$ cat src/rtl/stats_pkg.sv
// Shared encodings and helpers for the statistics counter bank.
package stats_pkg;

  // Field selector for the shadow read port.
  typedef enum logic [1:0] {
    SEL_PKT  = 2'd0,
    SEL_BYTE = 2'd1,
    SEL_OVF  = 2'd2,
    SEL_RSVD = 2'd3
  } rd_sel_e;

  // Width of a channel index; never narrower than one bit so a
  // single-channel bank still has a legal clr_ch port.
  function automatic int ch_idx_w(input int num_ch);
    return (num_ch <= 1) ? 1 : $clog2(num_ch);
  endfunction

endpackage

$ cat src/rtl/stats_channel.sv
// One channel of live statistics: packet and byte counters with
// saturating or wrapping arithmetic and sticky overflow flags.
module stats_channel
  import stats_pkg::*;
#(
  parameter int CNT_W    = 48,
  parameter int BYTES_W  = 16,
  parameter bit SATURATE = 1'b1
) (
  input  logic               clk,
  input  logic               rstn,
  input  logic               inc,
  input  logic               clr,
  input  logic [BYTES_W-1:0] bytes,
  output logic [CNT_W-1:0]   pkt_cnt,
  output logic [CNT_W-1:0]   byte_cnt,
  output logic               pkt_ovf,
  output logic               byte_ovf
);

  localparam int SUM_W = CNT_W + 1;

  logic [CNT_W-1:0] pkt_cnt_reg, pkt_cnt_next;
  logic [CNT_W-1:0] byte_cnt_reg, byte_cnt_next;
  logic             pkt_ovf_reg, pkt_ovf_next;
  logic             byte_ovf_reg, byte_ovf_next;

  // A clear zeroes the base the increment is applied to, so a clear and
  // an event in the same cycle leave exactly that event counted.
  logic [CNT_W-1:0] pkt_base, byte_base;
  logic             pkt_ovf_base, byte_ovf_base;
  logic [CNT_W:0]   pkt_sum, byte_sum;

  // Next-state: clear first, then add, then saturate or wrap on carry-out.
  always_comb begin
    pkt_base      = clr ? '0 : pkt_cnt_reg;
    byte_base     = clr ? '0 : byte_cnt_reg;
    pkt_ovf_base  = clr ? 1'b0 : pkt_ovf_reg;
    byte_ovf_base = clr ? 1'b0 : byte_ovf_reg;

    pkt_sum  = {1'b0, pkt_base} + SUM_W'(1);
    byte_sum = {1'b0, byte_base} + SUM_W'(bytes);

    pkt_cnt_next  = pkt_base;
    byte_cnt_next = byte_base;
    pkt_ovf_next  = pkt_ovf_base;
    byte_ovf_next = byte_ovf_base;

    if (inc) begin
      pkt_ovf_next  = pkt_ovf_base | pkt_sum[CNT_W];
      byte_ovf_next = byte_ovf_base | byte_sum[CNT_W];
      if (SATURATE && pkt_sum[CNT_W]) begin
        pkt_cnt_next = '1;
      end else begin
        pkt_cnt_next = pkt_sum[CNT_W-1:0];
      end
      if (SATURATE && byte_sum[CNT_W]) begin
        byte_cnt_next = '1;
      end else begin
        byte_cnt_next = byte_sum[CNT_W-1:0];
      end
    end
  end

  // Live counter and flag registers.
  always_ff @(posedge clk) begin
    if (!rstn) begin
      pkt_cnt_reg  <= '0;
      byte_cnt_reg <= '0;
      pkt_ovf_reg  <= 1'b0;
      byte_ovf_reg <= 1'b0;
    end else begin
      pkt_cnt_reg  <= pkt_cnt_next;
      byte_cnt_reg <= byte_cnt_next;
      pkt_ovf_reg  <= pkt_ovf_next;
      byte_ovf_reg <= byte_ovf_next;
    end
  end

  assign pkt_cnt  = pkt_cnt_reg;
  assign byte_cnt = byte_cnt_reg;
  assign pkt_ovf  = pkt_ovf_reg;
  assign byte_ovf = byte_ovf_reg;

endmodule

$ cat src/rtl/stats_counter_bank.sv
// Multi-channel packet/byte statistics with atomic snapshot into shadow
// registers and a single read port that only ever returns shadow values.
module stats_counter_bank
  import stats_pkg::*;
#(
  parameter int  NUM_CH   = 4,
  parameter int  CNT_W    = 48,
  parameter int  BYTES_W  = 16,
  parameter bit  SATURATE = 1'b1,
  localparam int CH_W     = ch_idx_w(NUM_CH)
) (
  input  logic                      clk,
  input  logic                      rstn,
  input  logic [NUM_CH-1:0]         pkt_valid,
  input  logic [NUM_CH*BYTES_W-1:0] pkt_bytes,
  input  logic                      clr_valid,
  input  logic                      clr_all,
  input  logic [CH_W-1:0]           clr_ch,
  input  logic                      snap,
  input  logic                      rd_en,
  input  logic [3:0]                rd_ch,
  input  logic [1:0]                rd_sel,
  output logic                      rd_valid,
  output logic [CNT_W-1:0]          rd_data,
  output logic                      rd_err,
  output logic                      ovf_any
);

  logic [CNT_W-1:0]  live_pkt  [NUM_CH];
  logic [CNT_W-1:0]  live_byte [NUM_CH];
  logic [NUM_CH-1:0] live_pkt_ovf;
  logic [NUM_CH-1:0] live_byte_ovf;
  logic [NUM_CH-1:0] clr_vec;

  logic [CNT_W-1:0]  shadow_pkt_reg  [NUM_CH];
  logic [CNT_W-1:0]  shadow_byte_reg [NUM_CH];
  logic [NUM_CH-1:0] shadow_pkt_ovf_reg;
  logic [NUM_CH-1:0] shadow_byte_ovf_reg;

  generate
    for (genvar gi = 0; gi < NUM_CH; gi++) begin : g_ch
      // Clear decode: an out-of-range clr_ch matches no channel, so it is a no-op.
      assign clr_vec[gi] = clr_valid & (clr_all | (32'(clr_ch) == gi));

      stats_channel #(
        .CNT_W    (CNT_W),
        .BYTES_W  (BYTES_W),
        .SATURATE (SATURATE)
      ) u_ch (
        .clk      (clk),
        .rstn     (rstn),
        .inc      (pkt_valid[gi]),
        .clr      (clr_vec[gi]),
        .bytes    (pkt_bytes[gi*BYTES_W +: BYTES_W]),
        .pkt_cnt  (live_pkt[gi]),
        .byte_cnt (live_byte[gi]),
        .pkt_ovf  (live_pkt_ovf[gi]),
        .byte_ovf (live_byte_ovf[gi])
      );

      // Shadow capture uses the live register values, i.e. the state before
      // this cycle's increments and clears take effect.
      always_ff @(posedge clk) begin
        if (!rstn) begin
          shadow_pkt_reg[gi]      <= '0;
          shadow_byte_reg[gi]     <= '0;
          shadow_pkt_ovf_reg[gi]  <= 1'b0;
          shadow_byte_ovf_reg[gi] <= 1'b0;
        end else if (snap) begin
          shadow_pkt_reg[gi]      <= live_pkt[gi];
          shadow_byte_reg[gi]     <= live_byte[gi];
          shadow_pkt_ovf_reg[gi]  <= live_pkt_ovf[gi];
          shadow_byte_ovf_reg[gi] <= live_byte_ovf[gi];
        end
      end
    end
  endgenerate

  logic [CNT_W-1:0] sel_pkt, sel_byte;
  logic             sel_pkt_ovf, sel_byte_ovf;
  logic             rd_err_next;
  logic [CNT_W-1:0] rd_data_next;

  // Read mux: pick the addressed shadow channel, then the requested field.
  always_comb begin
    sel_pkt      = '0;
    sel_byte     = '0;
    sel_pkt_ovf  = 1'b0;
    sel_byte_ovf = 1'b0;
    for (int c = 0; c < NUM_CH; c++) begin
      if (32'(rd_ch) == c) begin
        sel_pkt      = shadow_pkt_reg[c];
        sel_byte     = shadow_byte_reg[c];
        sel_pkt_ovf  = shadow_pkt_ovf_reg[c];
        sel_byte_ovf = shadow_byte_ovf_reg[c];
      end
    end

    rd_err_next  = (32'(rd_ch) >= NUM_CH) || (rd_sel == SEL_RSVD);
    rd_data_next = '0;
    if (!rd_err_next) begin
      case (rd_sel)
        SEL_PKT:  rd_data_next = sel_pkt;
        SEL_BYTE: rd_data_next = sel_byte;
        SEL_OVF:  rd_data_next = CNT_W'({sel_byte_ovf, sel_pkt_ovf});
        default:  rd_data_next = '0;
      endcase
    end
  end

  logic             rd_valid_reg;
  logic [CNT_W-1:0] rd_data_reg;
  logic             rd_err_reg;
  logic             ovf_any_reg;

  // Registered read response; data is held between reads.
  always_ff @(posedge clk) begin
    if (!rstn) begin
      rd_valid_reg <= 1'b0;
      rd_data_reg  <= '0;
      rd_err_reg   <= 1'b0;
    end else begin
      rd_valid_reg <= rd_en;
      rd_err_reg   <= rd_en & rd_err_next;
      if (rd_en) begin
        rd_data_reg <= rd_data_next;
      end
    end
  end

  // Registered reduction of every live sticky flag.
  always_ff @(posedge clk) begin
    if (!rstn) begin
      ovf_any_reg <= 1'b0;
    end else begin
      ovf_any_reg <= (|live_pkt_ovf) | (|live_byte_ovf);
    end
  end

  assign rd_valid = rd_valid_reg;
  assign rd_data  = rd_data_reg;
  assign rd_err   = rd_err_reg;
  assign ovf_any  = ovf_any_reg;

endmodule
$ cat config.mk
export PLATFORM = sky130hd
export DESIGN_NAME = stats_counter_bank
export DESIGN_NICKNAME = d
export VERILOG_FILES = /design/src/rtl/stats_pkg.sv /design/src/rtl/stats_channel.sv /design/src/rtl/stats_counter_bank.sv
export SDC_FILE = /design/constraint.sdc
export NUM_CORES = 2
export LEC_CHECK = 0
export CELL_PAD_IN_SITES_DETAIL_PLACEMENT = 0
export CELL_PAD_IN_SITES_GLOBAL_PLACEMENT = 2
export CORE_MARGIN = 3
export CORE_UTILIZATION = 37
export DETAILED_ROUTE_END_ITERATION = 8
export GPL_ROUTABILITY_DRIVEN = 0
export PLACE_DENSITY_LB_ADDON = 0.08
export SKIP_LAST_GASP = 1
export SLEW_MARGIN = 20
export SYNTH_ARGS = -nofsm -noshare
export SYNTH_HDL_FRONTEND = slang
export SYNTH_HIERARCHICAL = 1
export SYNTH_SLANG_ARGS = --single-unit
$ cat constraint.sdc
create_clock -name clk -period 14 [get_ports clk]
set_input_delay 2.8 -clock clk [delete_from_list [all_inputs] [get_ports clk]]
set_output_delay 2.8 -clock clk [all_outputs]
set_load 0.02 [all_outputs]
-- Word-level counts from Yosys, hierarchy flattened
Memory sizes are Yosys's and may differ from the RTL's.
Cells that the tools add are included.
- order comparisons: 1
- bitwise operators: 26
- add/subtract/negate cells: 8
- reductions and logical operators: 6
- equal/unequal tests: 9
- mux-type cells: 70
- operators with widths (kind ; number):
    two-way mux 48 bit ; 41
    adder 48 x 1 -> 49 bit (second input constant) ; 4
    adder 48 x 16 -> 49 bit ; 4
    one-hot mux 48 bit (3 select lines) ; 1
    two-way mux 1 bit ; 28
    bitwise OR 1 bit ; 21
    == test 2 bit (second input constant) ; 4
    == test 4 x 2 -> 1 bit (second input constant) ; 2
    OR reduction 4 bit ; 2
    bitwise AND 1 bit ; 5
    == test 2 x 1 -> 1 bit (second input constant) ; 2
    == test 4 x 1 -> 1 bit (second input constant) ; 1
    >= comparator 4 x 3 -> 1 bit (second input constant) ; 1
    zero test 2 bit ; 2
    zero test 4 bit ; 1
    logical OR 1 bit ; 1
- register bits: 451
- logic and storage cells: 150
- memories kept: 2
- RAM bits: 384
- memories (memory ; words ; bits a word ; rd ports ; clocked after memory_dff ; write ports ; RTL line ; source):
    shadow_byte_reg ; 4 ; 48 ; 4 ; 0 ; 4 ; stats_counter_bank.sv:36 ; logic [CNT_W-1:0] shadow_byte_reg [NUM_CH];
    shadow_pkt_reg ; 4 ; 48 ; 4 ; 0 ; 4 ; stats_counter_bank.sv:35 ; logic [CNT_W-1:0] shadow_pkt_reg [NUM_CH];

-- Logic depth before layout (Yosys ltp)
- word-level depth: 7
- depth in mapped cells: 18

-- Cells and area by module
Netlist, hierarchy kept.
- modules (own cells, without submodules) (module ; area an instance (µm²) ; cells each ; times used):
    stats_counter_bank ; 19114.6 ; 1415 ; 1
    stats_channel (g_ch[2].u_ch ...) ; 6095.8 ; 747 ; 2
    stats_channel (g_ch[0].u_ch) ; 6049.6 ; 741 ; 1
    stats_channel (g_ch[1].u_ch) ; 5700.5 ; 707 ; 1

-- Least setup slack after synthesis
Ideal clock, no wire load.
- kind: input to register
- start point: input snap
- end point: memory shadow_byte_reg[0][0] (enable)
- stages: 3
- buffers on the path: 2
- setup slack: 728 ps
- arrival time: 12455 ps
- cell sequence: clkbuf_1 -> clkbuf_1 -> nand2b_1
- RTL lines (element ; RTL line ; source):
    from (decl) ; stats_counter_bank.sv:19 ; input logic snap,
    to (decl) ; stats_counter_bank.sv:36 ;

-- Worst setup path after layout
- start point: input clr_ch[1]
- end point: register g_ch[2].u_ch.byte_cnt_reg[44]
- longest elaborated chain between the ends: 7
- RTL lines (element ; RTL line ; source):
    from (decl) ; stats_counter_bank.sv:18 ; input logic [CH_W-1:0] clr_ch,
    == test 2 bit (*) ; stats_counter_bank.sv:43 ; assign clr_vec[gi] = clr_valid & (clr_all | (32'(clr_ch) == gi));
    bitwise OR 1 bit (*) ; stats_counter_bank.sv:43 ;
    bitwise AND 1 bit (*) ; stats_counter_bank.sv:43 ;
    via clr_vec[2] ; stats_counter_bank.sv:33 ; logic [NUM_CH-1:0] clr_vec;
    two-way mux 48 bit (*) ; stats_channel.sv:37 ; byte_base = clr ? '0 : byte_cnt_reg;
    adder 48 x 16 -> 49 bit ; stats_channel.sv:42 ; byte_sum = {1'b0, byte_base} + SUM_W'(bytes);
    two-way mux 48 bit ; stats_channel.sv:57 ; if (SATURATE && byte_sum[CNT_W]) begin
    two-way mux 48 bit (*) ; stats_channel.sv:49 ; if (inc) begin
    to (signal assigned) ; stats_channel.sv:74 ; byte_cnt_reg <= byte_cnt_next;
    to (decl) ; stats_channel.sv:24 ; logic [CNT_W-1:0] byte_cnt_reg, byte_cnt_next;
Mark *: on every way through the listed nets, which the timed path passes. The rest lies on a longest branch.
A chain may end at the register's enable or synchronous reset.

==> out/metrics.csv <==
metric,value,unit
list_of_cells_traversed_by_the_critical_path,clkdlybuf4s50_1 -> nor2b_1 -> o21a_2 -> buf_4 -> nor2b_1 -> ha_1 -> fa_1 -> a211oi_1 -> o2111ai_1 -> a31oi_2 -> a211o_1 -> or2_2 -> a31oi_1,
final.setup.tns,0,ps
final_critical_path_setup_slack,6880,ps
vdd.ir_drop.worst,0.0963,mV
synth_top_cell_by_area,sky130_fd_sc_hd__edfxtp_1,
chipWidth,347,um
drive_gt1_share,9.78,%
port-buffer-count,132,
worst_hold_path.endpoint,rd_data[20],
clk_pin_slew_worst_paths,60,ps
groute.usage.overall,24.9,%
synth-seq-cells,835,
overall_die_height,347,um
postCtsSetupRepairBufs,0,
worstPathBufferInverterCount,2,
static-leakage-power,0.0189,uW
synth_edf_count,384,
number_of_buffers_added_by_the_clock_tree_synthesis_step,99,
slowest_delay,650,ps
placement_rows,124,
outcome,"complete, no violations",
min_period_over_period,50.9,%
dp_hpwl,107,mm
cp.required,14540,ps
min_delay_path_depth,1,
cts_tree,built,
cts-resized-gates,0,
routed_wl,154,mm
detailroute.via_count,34333,
die_area,0.120,sq mm
timing_max_transition_violations_final,0,
tightest_slew,1130,ps
cp_common_cell,sky130_fd_sc_hd__nor2b_1,
fillCellCount,11241,
hold_start,rd_data[20],
antenna_violations_before_repair,4,
grt_overflow_total,0,
endpoint_kind,flop,
post_drt_via_cell_ratio,5.80,
synthesis.area_per_instance,9.88,sq um
root_buffer,sky130_fd_sc_hd__clkbuf_16,
hold_viol,0,
finClkSkew,16.4,ps
grt_setup_unrepaired,no,
hold_class,flop to flop,
setup_viol_count_final,0,
pin_count_of_the_biggest_net_entering_global_routing,182,
nNetsFinal,4478,
first_global_vias,32920,
synth_cell_types,108,
cap_violations,0,
ff2ff_setup_slack,10100,ps
grt_first_pass_wirelength,229,mm
seq_area_frac_synth,47.8,%
initial_utilization,37.5,%
core,0.115,sq mm
design.portCount,133,
path_class,input port to flop,
post-route-drc-count,0,
crit_path_top_delay_cell,sky130_fd_sc_hd__a31oi_2,
synth_cells,4357,
pre_cts_ws,6240,ps
firstDrtPassIters,6,
synth_async_sr_flop_share,0,%
relSlewSlack,23.9,%
cts.sinks,835,
p_per_area,118,mW/mm^2
clockBufferDepth,3,
critical_path_peak_fanout,41,
critical_path_arrival,7660,ps
wl_per_cell,26.0,um
critical_path.startpoint_type,input port,
synthTopCellsByArea,"sky130_fd_sc_hd__edfxtp_1 (27%), sky130_fd_sc_hd__dfxtp_1 (21%), sky130_fd_sc_hd__and3_1 (6.6%), sky130_fd_sc_hd__xnor2_1 (3.2%), sky130_fd_sc_hd__a21oi_1 (2.9%)",
synth_fp_nets,4511,
layout_min_cycle_time,7120,ps
r2r_path_start,g_ch[3].u_ch/pkt_cnt[0],
clock.fmax,140,MHz
area_growth_syn_to_layout,12.7,%
yosysWarningCount,6,
synth_largest_type_area_fraction,26.8,%
reg2reg_depth,8,
regToRegEndpoint,g_ch[3].u_ch/pkt_cnt[47],
netlist_area,0.0431,sq mm
cts_max_level,3,
worst_skew_pair.late_latency,690,ps
drt.antenna.violating_nets,0,
critical_path.top_delay_family,compound AO/OA/AOI/OAI gates,
drt_iter0_markers,3002,
cts_hold_buf,0,
synth_flop_cell,sky130_fd_sc_hd__dfxtp_1,
cell families (layout without fill, tap and decap cells):
kind of cell	Yosys count	after routing	share of synthesized area (%)
other cells	0	1	0
fa+ha+maj	72	72	2.16
flops	835	835	47.8
compound gates	1028	1028	15.5
simple gates	1659	1659	22.3
buf+inv	386	438	3.96
xor+xnor	254	254	5.17
mux	123	123	3.18
placed cells by master, fill, tap and decap left out, drive strengths merged, types with 32 or more instances in the layout:
master,instances
xnor2,157
nor2b,166
a21oi,253
buf,62
xor2,97
inv,62
and3,456
o21ai,259
nand2,317
a31oi,46
a22o,46
o22ai,145
nand4,108
nand3,129
clkinv,32
and2,32
clkbuf,151
mux2,101
nor3,78
a211oi,56
o21a,48
clkdlybuf4s50,128
nor2,175
ha,68
edfxtp,384
nor4,40
dfxtp,451
synth_stat cells (8+ instances only):
master	instances
sky130_fd_sc_hd__or3_1	15
sky130_fd_sc_hd__a211oi_1	52
sky130_fd_sc_hd__clkbuf_1	240
sky130_fd_sc_hd__a21boi_0	11
sky130_fd_sc_hd__nor2_1	174
sky130_fd_sc_hd__dfxtp_1	451
sky130_fd_sc_hd__nand4b_1	8
sky130_fd_sc_hd__o21ai_0	246
sky130_fd_sc_hd__nand3_1	127
sky130_fd_sc_hd__and4b_1	16
sky130_fd_sc_hd__nor4_1	28
sky130_fd_sc_hd__buf_2	29
sky130_fd_sc_hd__a21o_1	24
sky130_fd_sc_hd__ha_1	68
sky130_fd_sc_hd__or4_1	20
sky130_fd_sc_hd__o211ai_1	27
sky130_fd_sc_hd__mux2_2	101
sky130_fd_sc_hd__buf_1	18
sky130_fd_sc_hd__nor2b_1	163
sky130_fd_sc_hd__o22ai_2	14
sky130_fd_sc_hd__nand4_1	106
sky130_fd_sc_hd__o22ai_1	131
sky130_fd_sc_hd__inv_1	56
sky130_fd_sc_hd__a31oi_1	43
sky130_fd_sc_hd__o2111ai_1	17
sky130_fd_sc_hd__a21oi_1	246
sky130_fd_sc_hd__nor3b_1	10
sky130_fd_sc_hd__nor3_1	70
sky130_fd_sc_hd__a22o_1	46
sky130_fd_sc_hd__nand2_1	316
sky130_fd_sc_hd__buf_6	25
sky130_fd_sc_hd__o211a_1	9
sky130_fd_sc_hd__o311a_1	9
sky130_fd_sc_hd__o21a_1	48
sky130_fd_sc_hd__xor2_1	97
sky130_fd_sc_hd__and4_1	21
sky130_fd_sc_hd__o21ai_1	11
sky130_fd_sc_hd__and3_1	454
sky130_fd_sc_hd__a2111oi_0	19
sky130_fd_sc_hd__mux2i_1	21
sky130_fd_sc_hd__xnor2_1	157
sky130_fd_sc_hd__nand2b_1	13
sky130_fd_sc_hd__and2_1	30
sky130_fd_sc_hd__edfxtp_1	384
power by group:
| part | internal (uW) | total (uW) | switching (uW) |
|---|---|---|---|
| clock | 1480 | 2570 | 1090 |
| combinational | 163 | 499 | 336 |
| sequential | 2630 | 2670 | 41.9 |
layout make-up:
class,count,area (sq um),share of cell area (%)
Multi-Input combinational cell,3136,20900,43.0
Sequential cell,835,20600,42.4
Inverter,62,235,0.485
Timing Repair Buffer,190,1800,3.70
Clock buffer,151,2970,6.12
Tap cell,1512,1890,3.90
Clock inverter,35,216,0.446
Antenna cell,1,2.50,0.00516
how the worst max path moves through the flow:
stage	startpoint	end	slack [ps]	cells past startpoint
after detailed placement	clr_ch[1]	g_ch[2].u_ch/byte_cnt[40]	6240	13
after global routing	clr_ch[1]	g_ch[2].u_ch/byte_cnt[44]	6540	13
after CTS	clr_ch[1]	g_ch[2].u_ch/byte_cnt[40]	6950	13
final	clr_ch[1]	g_ch[2].u_ch/byte_cnt[44]	6880	13
after floorplan	snap	shadow_byte_reg[0][0]	730	3
after global placement	clr_ch[1]	g_ch[2].u_ch/byte_cnt[44]	6210	13
metrics by stage:
stage	area, sq um	util, %	total power (uW)	instances	hold slack [ps]
3_5_place_dp	45300	39.4	3220	5735	465
4_1_cts	48500	42.2	5790	5921	484
3_3_place_gp	45300	39.4	3230	5735	465
5_1_grt	48500	42.2	5940	5921	507
2_1_floorplan	43100	-	3040	4357	457
6_report	48500	42.2	5740	5922	482
worst reg2reg max path, stage by stage, from the launching register on:
cell	delay [ps]
sky130_fd_sc_hd__dfxtp_1	430
sky130_fd_sc_hd__nor2b_1	230
sky130_fd_sc_hd__ha_1	240
sky130_fd_sc_hd__inv_1	70
sky130_fd_sc_hd__or4_1	810
sky130_fd_sc_hd__nor4_4	810
sky130_fd_sc_hd__and3_1	860
sky130_fd_sc_hd__and4b_1	290
sky130_fd_sc_hd__nor3_2	90
metal layers:
layer | GRT usage [%] | part of all wire [%] | vias to the layer above
li1 | - | - | 16206
met4 | 5.55 | 2.2 | 0
met2 | 37.1 | 43 | 862
met3 | 3.07 | 4.6 | 164
met1 | 38.4 | 50 | 17101
met5 | 0 | 0 | -
No activity file was read; power rests on OpenSTA's default activity.
